**src/rtl/seg7_pkg.sv**
```systemverilog
// Shared 7-segment definitions: bus bit positions, the hex glyph encoding used by
// the display driver, and small helpers for the capture side.
package seg7_pkg;

  localparam int SEG_A  = 7;
  localparam int SEG_B  = 6;
  localparam int SEG_C  = 5;
  localparam int SEG_D  = 4;
  localparam int SEG_E  = 3;
  localparam int SEG_F  = 2;
  localparam int SEG_G  = 1;
  localparam int SEG_DP = 0;

  // Pattern order is {a,b,c,d,e,f,g}.
  localparam logic [6:0] SEG7_GLYPH [0:15] = '{
    7'b1111110, 7'b0110000, 7'b1101101, 7'b1111001,
    7'b0110011, 7'b1011011, 7'b1011111, 7'b1110000,
    7'b1111111, 7'b1111011, 7'b1110111, 7'b0011111,
    7'b1001110, 7'b0111101, 7'b1001111, 7'b1000111
  };

  typedef struct packed {
    logic [3:0] nibble;
    logic       dp;
    logic       inv;
  } digit_t;

  function automatic logic is_onehot(input logic [31:0] v);
    return (v != '0) && ((v & (v - 32'd1)) == '0);
  endfunction

endpackage

```
**src/rtl/seg7_pattern_decoder.sv**
```systemverilog
// Combinational glyph matcher: 7-bit segment pattern to hex nibble plus an
// invalid flag for patterns (including blank) that match no glyph.
module seg7_pattern_decoder
  import seg7_pkg::*;
(
  input  logic [6:0] pattern,
  output logic [3:0] nibble,
  output logic       invalid
);

  always_comb begin
    nibble  = '0;
    invalid = 1'b1;
    for (int unsigned g = 0; g < 16; g++) begin
      if (pattern == SEG7_GLYPH[g]) begin
        nibble  = 4'(g);
        invalid = 1'b0;
      end
    end
  end

endmodule

```
**src/rtl/seg7_display_capture.sv**
```systemverilog
// Samples a multiplexed 7-segment bus and rebuilds one frame per refresh cycle.
// Define SEG7_CAPTURE_ACTIVE_LOW_EN for common-anode (active-low) inputs.
module seg7_display_capture
  import seg7_pkg::*;
#(
  parameter int WIDTH_NIBBLES       = 6,
  parameter int STABLE_CYCLES       = 4,
  parameter int IDLE_TIMEOUT_CYCLES = 65536
) (
  input  logic                       clk,
  input  logic                       reset,
  input  logic [7:0]                 display_led_segments,
  input  logic [WIDTH_NIBBLES-1:0]   display_led_enable_mask,
  output logic [WIDTH_NIBBLES*4-1:0] data,
  output logic [WIDTH_NIBBLES-1:0]   digit_present_mask,
  output logic [WIDTH_NIBBLES-1:0]   decimal_point_mask,
  output logic [WIDTH_NIBBLES-1:0]   digit_invalid_mask,
  output logic                       frame_valid,
  output logic                       display_idle
);

  localparam int W  = WIDTH_NIBBLES;
  localparam int SW = $clog2(STABLE_CYCLES);
  localparam int IW = $clog2(IDLE_TIMEOUT_CYCLES);

  logic [7:0]   seg_in;
  logic [W-1:0] mask_in;

`ifdef SEG7_CAPTURE_ACTIVE_LOW_EN
  assign seg_in  = ~display_led_segments;
  assign mask_in = ~display_led_enable_mask;
`else
  assign seg_in  = display_led_segments;
  assign mask_in = display_led_enable_mask;
`endif

  logic [7:0]    seg_s1, seg_s2, seg_prev;
  logic [W-1:0]  mask_s1, mask_s2, mask_prev;
  logic [SW-1:0] stab_cnt;
  logic          armed;
  logic          changed, capture, wrap, timeout;

  logic [W*4-1:0] sh_data, sh_data_nx;
  logic [W-1:0]   sh_seen, sh_seen_nx, sh_dp, sh_dp_nx, sh_inv, sh_inv_nx;
  logic [IW-1:0]  idle_cnt;

  logic [6:0] pattern;
  digit_t     cur;

  assign changed = (seg_s2 != seg_prev) || (mask_s2 != mask_prev);
  assign capture = (stab_cnt == SW'(STABLE_CYCLES - 1)) && is_onehot(32'(mask_prev)) && armed;
  assign wrap    = |(mask_prev & sh_seen);
  assign timeout = !capture && (idle_cnt == IW'(IDLE_TIMEOUT_CYCLES - 2));

  assign pattern = {seg_prev[SEG_A], seg_prev[SEG_B], seg_prev[SEG_C], seg_prev[SEG_D],
                    seg_prev[SEG_E], seg_prev[SEG_F], seg_prev[SEG_G]};
  assign cur.dp  = seg_prev[SEG_DP];

  seg7_pattern_decoder u_decoder (
    .pattern (pattern),
    .nibble  (cur.nibble),
    .invalid (cur.inv)
  );

  // Synchronizers, stability counter and arming. The capture always uses the
  // *_prev copy, which is the value the stability count refers to.
  always_ff @(posedge clk) begin
    if (reset) begin
      seg_s1    <= '0;
      seg_s2    <= '0;
      seg_prev  <= '0;
      mask_s1   <= '0;
      mask_s2   <= '0;
      mask_prev <= '0;
      stab_cnt  <= '0;
      armed     <= 1'b0;
    end else begin
      seg_s1    <= seg_in;
      seg_s2    <= seg_s1;
      seg_prev  <= seg_s2;
      mask_s1   <= mask_in;
      mask_s2   <= mask_s1;
      mask_prev <= mask_s2;
      if (changed)
        stab_cnt <= '0;
      else if (stab_cnt != SW'(STABLE_CYCLES - 1))
        stab_cnt <= stab_cnt + 1'b1;
      if (mask_s2 != mask_prev)
        armed <= 1'b1;
      else if (capture)
        armed <= 1'b0;
    end
  end

  // Next shadow contents for a capture; on a wrap the new digit starts a fresh frame.
  always_comb begin
    sh_data_nx = wrap ? '0 : sh_data;
    sh_seen_nx = wrap ? '0 : sh_seen;
    sh_dp_nx   = wrap ? '0 : sh_dp;
    sh_inv_nx  = wrap ? '0 : sh_inv;
    for (int unsigned i = 0; i < W; i++) begin
      if (mask_prev[i]) begin
        sh_data_nx[4*i +: 4] = cur.nibble;
        sh_seen_nx[i]        = 1'b1;
        sh_dp_nx[i]          = cur.dp;
        sh_inv_nx[i]         = cur.inv;
      end
    end
  end

  always_ff @(posedge clk) begin
    if (reset) begin
      sh_data            <= '0;
      sh_seen            <= '0;
      sh_dp              <= '0;
      sh_inv             <= '0;
      idle_cnt           <= '0;
      data               <= '0;
      digit_present_mask <= '0;
      decimal_point_mask <= '0;
      digit_invalid_mask <= '0;
      frame_valid        <= 1'b0;
      display_idle       <= 1'b0;
    end else begin
      frame_valid <= 1'b0;
      if (capture) begin
        idle_cnt     <= '0;
        display_idle <= 1'b0;
        if (wrap) begin
          data               <= sh_data;
          digit_present_mask <= sh_seen;
          decimal_point_mask <= sh_dp;
          digit_invalid_mask <= sh_inv;
          frame_valid        <= 1'b1;
        end
        sh_data <= sh_data_nx;
        sh_seen <= sh_seen_nx;
        sh_dp   <= sh_dp_nx;
        sh_inv  <= sh_inv_nx;
      end else begin
        if (idle_cnt != IW'(IDLE_TIMEOUT_CYCLES - 1))
          idle_cnt <= idle_cnt + 1'b1;
        if (timeout) begin
          display_idle <= 1'b1;
          if (|sh_seen) begin
            data               <= sh_data;
            digit_present_mask <= sh_seen;
            decimal_point_mask <= sh_dp;
            digit_invalid_mask <= sh_inv;
            frame_valid        <= 1'b1;
            sh_data            <= '0;
            sh_seen            <= '0;
            sh_dp              <= '0;
            sh_inv             <= '0;
          end
        end
      end
    end
  end

endmodule

```
**config.mk**
```make
export PLATFORM = sky130hd
export DESIGN_NAME = seg7_display_capture
export DESIGN_NICKNAME = d
export VERILOG_FILES = /design/src/rtl/seg7_pkg.sv /design/src/rtl/seg7_pattern_decoder.sv /design/src/rtl/seg7_display_capture.sv
export SDC_FILE = /design/constraint.sdc
export NUM_CORES = 1
export LEC_CHECK = 0
export ABC_AREA = 0
export ABC_CLOCK_PERIOD_IN_PS = 2680
export CORE_MARGIN = 5
export CORE_UTILIZATION = 35
export DETAILED_ROUTE_END_ITERATION = 7
export SLEW_MARGIN = 25
export SYNTH_ARGS = -nofsm -noshare
export SYNTH_HDL_FRONTEND = slang
export SYNTH_SLANG_ARGS = --single-unit
```
**constraint.sdc**
```tcl
create_clock -name clk -period 2.68 [get_ports clk]
set_clock_uncertainty 0.15 [all_clocks]
set_input_delay 0.536 -clock clk [delete_from_list [all_inputs] [get_ports clk]]
set_output_delay 0.536 -clock clk [all_outputs]
set_load 0.05 [all_outputs]
```
==> metrics.md, run 1 <==
| Metric | Value |
|---|---|
| Power share of the combinational group | `0.035` |
| Share of the synthesized area in the top cell type | `0.466` |
| Startpoint types | `flop` |
| Register area | `roughly 2900 um^2` |
| Clock root buffer | `clkbuf_16` |
| Row count | `roughly 50` |
| Clock Sinks | `147` |
| Post-route DRC | `0` |
| R2r endpoint | `digit_present_mask[1]` |
| GRT overflow | `0` |
| Pin count of the biggest net entering global routing | `between 80 and 90` |
| Die height | `roughly 140 um` |
| Rel. slew slack | `0.579` |
| RR Startpoint | `mask_prev[1]` |
| Distinct cell type count after synthesis | `a little under 60` |
| Initial DRC count | `roughly 320` |
| Max Clk Rate | `a little over 400 MHz` |
| Layout fillers | `1694` |
| YS warnings | `0` |
| NetSw | `a little over 1 mW` |
| Placed cell area | `7100 um^2` |
| Setup TNS | `0 ps` |
| Setup Crit Path Kind | `reg2reg` |
| Vias in the first global route | `roughly 4600` |
| Tmin final | `2430 ps` |
| Reg2Reg Depth | `6` |
| Register-to-register setup slack | `250 ps` |
| Worst Max-Slew Pin Slew | `around 620 ps` |
| Initial Util | `0.354` |
| Synth-to-Final Area Change | `22.0%` |
| Avg Vias per Cell | `~5` |
| Routed WL per cell | `between 10 and 15 um` |
| Post-synthesis sequential area ratio | `0.466` |
| Synth async-reset ratio | `0` |
| Status | `completed` |
| Ranking of synthesized cells by area | `dfxtp_1 47%, nand2b_1 9.2%, mux2i_1 6.8%` |
| Remaining antenna violation count | `0` |
| Internal | `approximately 3.7 mW` |
| Worst Hold Class | `reg2reg` |
| Num CTS Buffers | `17` |
| Period utilization | `0.906` |
| Syn Area/Cell | `around 9.5 um^2` |
| Hold slack | `between 200 and 300 ps` |
| Worst hold start | `seg_s1[3]` |
| Clk_lat worst skew | `between 400 and 500 ps` |
| Routed via count | `between 4000 and 5000` |
| Gpl congestion | `0.840` |
| Die ar. | `20800 um^2` |
| HPWL after DPL | `between 9000 and 10000 um` |
| Mapped Nets | `682` |
| H-Tree Depth | `4` |
| Antenna diode count | `0` |
| Clock-pin slew on the worst setup and hold paths | `60 ps` |
| Net Sw Frac | `0.218` |
| Synth area leader | `dfxtp_1` |
| Drt first pass iters | `6` |
| Leak | `between 2 and 3 nW` |
| Clk pwr share | `0.491` |
| Top FF cell, synth | `dfxtp_1` |
| Required time worst endpoint | `~2900 ps` |
| Hold Path End | `seg_s2[3]` |
| Global-route wire length before repair | `around 23000 um` |
| Synth Instances | `~660` |
| Setup-failing EPs final | `0` |
| Post-synth design cell area | `between 6000 and 7000 um^2` |
| WHS Path Cells | `1` |
| Top-count cell post-synth | `dfxtp_1` |
| Max Buffers Root-to-Sink | `2` |
| Final max-slew violation count | `0` |
| Worst Path Max Fanout | `24` |
| Max cap viols | `0` |
| Share of cells above drive strength 1 | `0.0894` |
| PwrDens | `roughly 600 nW/um^2` |
| Initial antenna violation count | `0` |
| Die width | `about 140 um` |
| Peak supply drop | `0.000429 V` |
| Ports | `60` |
| Crit path DAT | `roughly 2600 ps` |
| CTS tree | `done` |
| #FFs+latches synth | `approximately 150` |
| Core box area | `17800 um^2` |
| EDFF count, synth | `0` |
| Post-layout instance area | `7700 um^2` |
| Fin nets | `approximately 730` |
| Post-synth top cells | `147 x dfxtp_1, 93 x nand2b_1, 44 x nor2b_1, 43 x mux2i_1, 40 x nand3_1` |
| Hold Vio Cnt, Final | `0` |
| Overall global routing resource usage | `0.136` |
| Crit. End Element | `flop` |
| Area of the multi-input gates | `3100 um^2` |
| RSZ-0062 raised after global routing | `no` |
| Register share of total power | `0.474` |
| # port buffers | `59` |
| Post-Route WL | `between 10000 and 15000 um` |
logic make-up (layout without fill, tap and decap cells):
logic type                 count (synthesis)  count (layout)  synth area share
adders and majority gates                  3               3           0.00595
buffers and inverters                     51             115            0.0424
DFF                                      147             147             0.466
muxes                                     43              43            0.0682
and+or+nand+nor                          299             299             0.277
xor gates and xnor gates                  31              31            0.0430
AOI/OAI and AO/OA                         89              89            0.0972
cell usage in the layout (no fill, tap or decap), types with 4 or more instances in the layout:
cell type        synthesis  final
nand4_1                 12     12
dfxtp_1                147    147
o22ai_1                 17     17
or2_2                    4      4
mux2i_1                 43     43
o21ai_0                 13     13
xor2_1                  20     20
nor2b_1                 44     44
clkbuf_16                0     17
nand3_1                 40     40
buf_4                    4     13
a31oi_1                 17     17
nor2_1                  29     29
and4_1                   4      4
a21oi_1                 14     14
clkdlybuf4s50_1          0     58
inv_1                    9      9
nor4b_1                  5      4
a211oi_1                 5      5
clkinvlp_4               0      5
a32oi_1                  5      5
a22oi_1                  4      4
nand2_1                 29     29
nor3_1                   8      8
nor3b_1                  4      4
nand2b_1                93     93
xnor2_1                 11     11
metal layers:
layer / vias to the layer above / track usage / part of all wire
met1: 2213 / 0.177 / 0.48
met3: 18 / 0.0321 / 0.046
met2: 123 / 0.216 / 0.46
li1: 2410 / - / -
met4: 0 / 0.0633 / 0.021
met5: - / 0 / 0
worst max-delay path by stage:
stage                            start               endpoint
after floorplan           mask_prev[3]               data[11]
after global placement    mask_prev[5]                data[1]
after detailed placement  mask_prev[1]  digit_present_mask[1]
after CTS                 mask_prev[1]  digit_present_mask[1]
after global routing      mask_prev[1]  decimal_point_mask[5]
final                     mask_prev[1]  digit_present_mask[1]
state kept, by name, indices dropped and copies added, names as in the netlist:
register,cells
display_idle,1
seg_s2,8
mask_prev,6
digit_present_mask,6
mask_s1,6
seg_s1,8
sh_seen,6
sh_data,24
mask_s2,6
sh_inv,6
seg_prev,8
armed,1
sh_dp,6
digit_invalid_mask,6
frame_valid,1
stab_cnt,2
idle_cnt,16
decimal_point_mask,6
data,24
cell type report:
class,count,area share
clock inverter,14,0.0197
multi-input combinational,465,0.403
tap,229,0.0372
inverter,9,0.00439
clock buffer,18,0.0571
timing repair buffer,74,0.0959
sequential,147,0.382
power groups by stage:
stage          Combinational [mW]  Sequential (mW)  Clock (mW)
2_1_floorplan               0.132             2.28           0
3_3_place_gp                0.163             2.29           0
3_5_place_dp                0.166             2.29           0
4_1_cts                     0.166             2.25        2.39
5_1_grt                     0.183             2.25        2.48
6_report                    0.164             2.25        2.33
through the flow:
step	utilization	power [mW]	setup slack, ps	std cells
finish	0.431	4.74	252	956
global route	0.431	4.91	114	956
CTS	0.431	4.80	217	956
detailed placement	0.398	2.46	231	924
global placement	0.398	2.46	377	924
floorplan	-	2.41	553	663
what timing repair did:
item	in CTS	in global routing
gates resized for setup	0	1
endpoints found under the hold margin	0	0
setup buffers	0	0
hold buffers	0	0
endpoints found under the setup margin	0	3
worst max-delay path, stage by stage (launching register included):
cell and delay, ps:
dfxtp_1 590, nor2_1 170, a211o_2 420, a221oi_4 380
or2_1 200, buf_12 210, mux2i_1 210
(Power assumes the default switching activity.)
==> run 2: changes to the inputs <==
Settings changed: SKIP_LAST_GASP set to 1.
==> results of run 2 <==
Same layout as run 1: the final DEF is identical, and so are final timing and power.
